==> config.mk <==
export PLATFORM = sky130hd
export DESIGN_NAME = fifo_arb
export DESIGN_NICKNAME = d
export VERILOG_FILES = /design/src/rtl/fifo_arb_pkg.sv /design/src/rtl/fifo_arb_fifo.sv /design/src/rtl/fifo_arb.sv
export SDC_FILE = /design/constraint.sdc
export NUM_CORES = 1
export LEC_CHECK = 0
export BUFFER_PORTS_ARGS = -buffer_cell sky130_fd_sc_hd__buf_4
export CORE_ASPECT_RATIO = 1.75
export CORE_MARGIN = 3
export CORE_UTILIZATION = 47
export CTS_CLUSTER_SIZE = 25
export DETAILED_ROUTE_END_ITERATION = 12
export GPL_TIMING_DRIVEN = 0
export PLACE_DENSITY_LB_ADDON = 0.08
export SLEW_MARGIN = 5
export SYNTH_ARGS = -nofsm -noshare
export SYNTH_HDL_FRONTEND = slang
export SYNTH_HIERARCHICAL = 1
export SYNTH_SLANG_ARGS = --single-unit
==> constraint.sdc <==
create_clock -name clk -period 8.97 [get_ports clk]
set_input_delay 0.4485 -clock clk [delete_from_list [all_inputs] [get_ports clk]]
set_output_delay 0.4485 -clock clk [all_outputs]
set_load 0.005 [all_outputs]
==> src/rtl/fifo_arb_pkg.sv <==
`default_nettype none
// ============================================================================
// Module  : fifo_arb_pkg
// Brief   : Grant encodings, LOG2 helper and request types for fifo_arb.
// Revision: 1.0
// ============================================================================

`ifndef FIFO_ARB_DEFINES_SVH
`define FIFO_ARB_DEFINES_SVH
`define LOG2(x)  $clog2(x)
`define GNT_NONE 2'd0
`define GNT_W0   2'd1
`define GNT_W1   2'd2
`define GNT_RD   2'd3
`endif

package fifo_arb_pkg;

    typedef logic [1:0] gnt_t;

    typedef struct packed {
        logic rd;
        logic w1;
        logic w0;
    } req_t;

    localparam logic [1:0] GNT_NONE = `GNT_NONE;
    localparam logic [1:0] GNT_W0   = `GNT_W0;
    localparam logic [1:0] GNT_W1   = `GNT_W1;
    localparam logic [1:0] GNT_RD   = `GNT_RD;

endpackage

`default_nettype wire

==> src/rtl/fifo_arb_fifo.sv <==
`default_nettype none
// ============================================================================
// Module  : fifo
// Brief   : Single-port circular FIFO with registered read data and count.
// Revision: 1.0
// ============================================================================

module fifo
    import fifo_arb_pkg::*;
#(
    parameter int SIZE    = 16,
    parameter int DATA_WD = 8
) (
    input  logic                 clk,
    input  logic                 rst_n,
    input  logic                 wr_en_i,
    input  logic [DATA_WD-1:0]   wr_dat_i,
    input  logic                 rd_en_i,
    output logic                 rd_val_o,
    output logic [DATA_WD-1:0]   rd_dat_o,
    output logic [`LOG2(SIZE):0] cnt_o
);

    localparam int AW = `LOG2(SIZE);
    localparam int CW = AW + 1;
    localparam logic [AW-1:0] LAST_ADDR = AW'(SIZE - 1);

    logic [DATA_WD-1:0] mem_q [SIZE];
    logic [AW-1:0]      wr_ptr_q, wr_ptr_d;
    logic [AW-1:0]      rd_ptr_q, rd_ptr_d;
    logic [CW-1:0]      cnt_q, cnt_d;
    logic               rd_val_q;
    logic [DATA_WD-1:0] rd_dat_q, rd_dat_d;

    always_comb begin
        wr_ptr_d = wr_ptr_q;
        rd_ptr_d = rd_ptr_q;
        cnt_d    = cnt_q;
        rd_dat_d = rd_dat_q;
        // Explicit wrap keeps non-power-of-two depths gap-free.
        if (wr_en_i) begin
            wr_ptr_d = (wr_ptr_q == LAST_ADDR) ? '0 : wr_ptr_q + AW'(1);
            cnt_d    = cnt_q + CW'(1);
        end
        if (rd_en_i) begin
            rd_ptr_d = (rd_ptr_q == LAST_ADDR) ? '0 : rd_ptr_q + AW'(1);
            cnt_d    = cnt_q - CW'(1);
            rd_dat_d = mem_q[rd_ptr_q];
        end
        if (wr_en_i && rd_en_i) begin
            cnt_d = cnt_q;
        end
    end

    always_ff @(posedge clk or negedge rst_n) begin
        if (!rst_n) begin
            wr_ptr_q <= '0;
            rd_ptr_q <= '0;
            cnt_q    <= '0;
            rd_val_q <= 1'b0;
            rd_dat_q <= '0;
        end else begin
            wr_ptr_q <= wr_ptr_d;
            rd_ptr_q <= rd_ptr_d;
            cnt_q    <= cnt_d;
            rd_val_q <= rd_en_i;
            rd_dat_q <= rd_dat_d;
        end
    end

    always_ff @(posedge clk) begin
        if (wr_en_i) begin
            mem_q[wr_ptr_q] <= wr_dat_i;
        end
    end

    assign rd_val_o = rd_val_q;
    assign rd_dat_o = rd_dat_q;
    assign cnt_o    = cnt_q;

endmodule

`default_nettype wire

==> src/rtl/fifo_arb.sv <==
`default_nettype none
// ============================================================================
// Module  : fifo_arb
// Brief   : Round-robin arbiter sharing one single-port FIFO between two
//           writers and one reader.
// Revision: 1.0
// ============================================================================

module fifo_arb
    import fifo_arb_pkg::*;
#(
    parameter int SIZE    = 16,
    parameter int DATA_WD = 8,
    parameter int AF_LVL  = SIZE - 2
) (
    input  logic                 clk,
    input  logic                 rst,
    input  logic                 wr0_val_i,
    input  logic [DATA_WD-1:0]   wr0_dat_i,
    output logic                 wr0_rdy_o,
    input  logic                 wr1_val_i,
    input  logic [DATA_WD-1:0]   wr1_dat_i,
    output logic                 wr1_rdy_o,
    input  logic                 rd_req_i,
    output logic                 rd_rdy_o,
    output logic                 rd_val_o,
    output logic [DATA_WD-1:0]   rd_dat_o,
    output logic [`LOG2(SIZE):0] wd_usd_o,
    output logic                 ful_o,
    output logic                 ept_o,
    output logic                 afl_o
);

    localparam int CW = `LOG2(SIZE) + 1;

    req_t               req;
    logic [1:0]         last_q, last_d;
    logic [1:0]         gnt_d;
    logic [1:0]         gnt;
    logic               fifo_wr_en;
    logic               fifo_rd_en;
    logic [DATA_WD-1:0] fifo_wr_dat;
    logic               fifo_rst_n;

    always_comb begin
        req    = '0;
        req.w0 = wr0_val_i && !ful_o;
        req.w1 = wr1_val_i && !ful_o;
        req.rd = rd_req_i && !ept_o;
    end

    // Search starts at the requester after the last one granted.
    always_comb begin
        gnt_d = GNT_NONE;
        case (last_q)
            GNT_W0: begin
                if      (req.w1) gnt_d = GNT_W1;
                else if (req.rd) gnt_d = GNT_RD;
                else if (req.w0) gnt_d = GNT_W0;
            end
            GNT_W1: begin
                if      (req.rd) gnt_d = GNT_RD;
                else if (req.w0) gnt_d = GNT_W0;
                else if (req.w1) gnt_d = GNT_W1;
            end
            default: begin
                if      (req.w0) gnt_d = GNT_W0;
                else if (req.w1) gnt_d = GNT_W1;
                else if (req.rd) gnt_d = GNT_RD;
            end
        endcase
    end

    assign gnt    = rst ? GNT_NONE : gnt_d;
    assign last_d = (gnt != GNT_NONE) ? gnt : last_q;

    always_ff @(posedge clk or posedge rst) begin
        if (rst) begin
            last_q <= GNT_RD;
        end else begin
            last_q <= last_d;
        end
    end

    assign wr0_rdy_o   = (gnt == GNT_W0);
    assign wr1_rdy_o   = (gnt == GNT_W1);
    assign rd_rdy_o    = (gnt == GNT_RD);
    assign fifo_wr_en  = wr0_rdy_o || wr1_rdy_o;
    assign fifo_rd_en  = rd_rdy_o;
    assign fifo_wr_dat = wr1_rdy_o ? wr1_dat_i : wr0_dat_i;
    assign fifo_rst_n  = ~rst;

    fifo #(
        .SIZE    (SIZE),
        .DATA_WD (DATA_WD)
    ) u_fifo (
        .clk      (clk),
        .rst_n    (fifo_rst_n),
        .wr_en_i  (fifo_wr_en),
        .wr_dat_i (fifo_wr_dat),
        .rd_en_i  (fifo_rd_en),
        .rd_val_o (rd_val_o),
        .rd_dat_o (rd_dat_o),
        .cnt_o    (wd_usd_o)
    );

    assign ful_o = (wd_usd_o == CW'(SIZE));
    assign ept_o = (wd_usd_o == '0);
    assign afl_o = (wd_usd_o >= CW'(AF_LVL));

endmodule

`default_nettype wire
==> results.tsv <==
metric	value	unit
post_cts resized	0	
TritonRoute pass-1 iters	4	
r2r setup slk	4.86	ns
Leakage	2.62	nW
hold violation count in the final report	0	
CP Launch Point	rst	
Row Count	56	
Mapped Cells	361	
unrepaired setup endpoints after global routing	false	
top-area cell type share of the netlist area	0.597	
antenna violations before repair	0	
DP Cell Count	575	
CTS buffer count	17	
data arrival time of the worst path	4.28	ns
final worst path period need	4.25	ns
Setup TNS	0	ns
# setup viols final	0	
core area	0.0134	mm^2
n_diodes	0	
Pwr Density	331	mW/mm^2
slew margin rel.	0.181	
cts hold-fix bufs	0	
Final ANT Viol Nets	0	
CTS sink count	152	
IO buf count	40	
DP HPWL	9770	um
maximum VDD drop	0.000180	V
Die Span X	94.5	um
clk_lat worst skew	0.41	ns
DIE AREA	0.0152	mm^2
status	complete, no violations	
r2r endpoint	u_fifo/mem_q[2][0]	
fin cells	607	
number of global-route vias before repair	3630	
Longest Clk Path Bufs	2	
DRC marker count from the first detailed-route iteration	206	
syn_area_per_cell	17.8	um^2
Placed Instance Area	0.00696	mm^2
RR Startpoint	last_q[0]	
Yosys top cell by area	edfxtp_1	
Root Buffer	clkbuf_16	
vias per inst	5.61	
Max FO, Critical Path	26	
Routed WL	13800	um
Design Area, Final	0.00751	mm^2
clk_skew	0.0104	ns
Seq/Total Area, Yosys	0.691	
HP Class	input pin to asynchronous set/reset pin	
synth warn	6	
synth top area cells	edfxtp_1, dfrtp_1, mux4_2	
Initial Util	0.481	
hold slack final	0.310	ns
CTS tree	yes	
first-pass GRT wire length	21100	um
number of post-CTS setup repair buffers	0	
DRC errors left	0	
GP Congestion	0.813	
Post-Syn Area	0.00643	mm^2
largest net degree at the start of global routing	27	
via count	3406	
final core utilization	0.561	
routed len/inst	22.8	um
worst-case reg-to-reg path depth	10	
startpoint types	input pin	
max-cap violation count	0	
Net count, final	456	
period utilisation layout	0.474	
Crit. End Element	register	
Setup CP Type	input pin to register	
GRT Residual Overflow	0	
crit path to	u_fifo/mem_q[2][0]	
share of cells above drive strength 1	0.298	
final-report max-slew violation count	0	
syn_nets	397	
Max Fclk	0.235	GHz
synth unique cells	39	
H-Tree Depth	4	
global-route usage over all layers	0.197	
Yosys reg bits	152	
CP required	8.99	ns
Slew @ Worst Pin	1.22	ns
Area Growth Syn to Fin	16.7	%
Die Span Y	161	um
I/O pin total	41	
Reg clk slew, reported paths	0.07	ns
==> per-stage QoR <==
| step | worst slack [ns] | total power, W |
|---|---|---|
| after detailed placement | 4.11 | 0.00186 |
| after global routing | 4.23 | 0.00262 |
| after floorplan | 5.44 | 0.00155 |
| final | 4.72 | 0.00249 |
| after global placement | 4.03 | 0.00183 |
| after CTS | 4.57 | 0.00252 |
==> how the worst min path moves through the flow <==
stage,slack [ns],to,cells after the start,from
final,0.31,u_fifo/cnt_o[0],2,rst
after global routing,0.38,u_fifo/cnt_o[0],2,rst
after CTS,0.34,u_fifo/cnt_o[0],2,rst
after detailed placement,0.47,last_q[0],2,last_q[0]
after global placement,0.47,last_q[0],2,last_q[0]
after floorplan,0.46,last_q[0],2,last_q[0]
==> area by class of cell <==
cell class / count / area [um^2]
Fill cell: 1062 / 5870
Sequential cell: 152 / 4450
Multi-Input combinational cell: 181 / 1850
Clock buffer: 19 / 443
Timing Repair Buffer: 40 / 300
Tap cell: 174 / 218
Clock inverter: 13 / 111
Buffer: 18 / 101
Inverter: 10 / 37.5
==> worst max-delay path, stage by stage <==
cell and delay [ns]:
buf_4 0.11, inv_1 0.78, o21ai_0 0.26, a2111oi_2 0.57, inv_1 0.12, ha_1 0.44
clkbuf_1 0.34, nand2_1 0.22, nor3_1 0.97
==> cell usage after synthesis, drive strengths merged <==
library cell    n
xnor2           5
nor4            1
a211oi          1
nor2           17
or2             1
a21oi          13
nor3            2
or4             1
buf             9
inv            10
o221ai          1
fa              1
o21a            1
mux2i           1
nor2b           2
nand3           5
xor2            1
nand2b          7
o21ai          12
or3b            1
o311ai          1
mux2           19
edfxtp        128
a31o            1
and3            1
mux4           32
nand2          20
a2111oi         1
a21o            2
dfrtp          22
ha             14
nand4           1
clkbuf          9
dfstp           2
o22ai          16
==> registers in the layout, indices dropped and copies added, names as in the netlist <==
signal,flops
u_fifo/mem_q,128
u_fifo/wr_ptr_q,4
u_fifo/cnt_o,5
u_fifo/rd_dat_o,8
u_fifo/rd_ptr_q,4
u_fifo/rd_val_o,1
last_q,2
==> power breakdown <==
group          total (W)  switching (W)  internal (W)
sequential      0.000983      0.0000616      0.000921
clock           0.000659       0.000291      0.000369
combinational   0.000847       0.000468      0.000379
==> layout by cell type, fill, tap and decap left out, types with 2 or more instances in the layout <==
cell	instances
edfxtp_1	128
buf_4	40
dfrtp_1	22
nand2_1	20
mux2_2	19
mux4_2	19
nor2_1	17
clkbuf_16	17
o22ai_1	16
ha_1	14
a21oi_1	13
mux4_1	13
inv_1	10
o21ai_0	10
clkbuf_1	10
nand2b_1	7
xnor2_1	5
nand3_1	5
buf_6	4
inv_6	4
clkinv_4	3
clkinvlp_4	3
buf_2	3
o21ai_2	2
inv_8	2
dfstp_2	2
buf_1	2
nor2b_1	2
a21o_1	2
==> routing by layer <==
metal	GRT usage	routed length [um]	vias to the layer above
li1	-	-	1561
met1	0.219	4930	1733
met2	0.363	8000	91
met3	0.0403	495	21
met4	0.0723	391	0
met5	0	0	-
==> logic make-up after synthesis <==
group,Yosys count,synth area share
AND/OR/NAND/NOR,59,0.0436
AO/OA/AOI/OAI,49,0.0509
buffers and inverters,28,0.0216
flip-flops,152,0.691
XOR/XNOR,6,0.00817
adder cells (fa/ha/maj),15,0.0303
multiplexers,52,0.154
No activity file was read; power rests on OpenSTA's default activity.
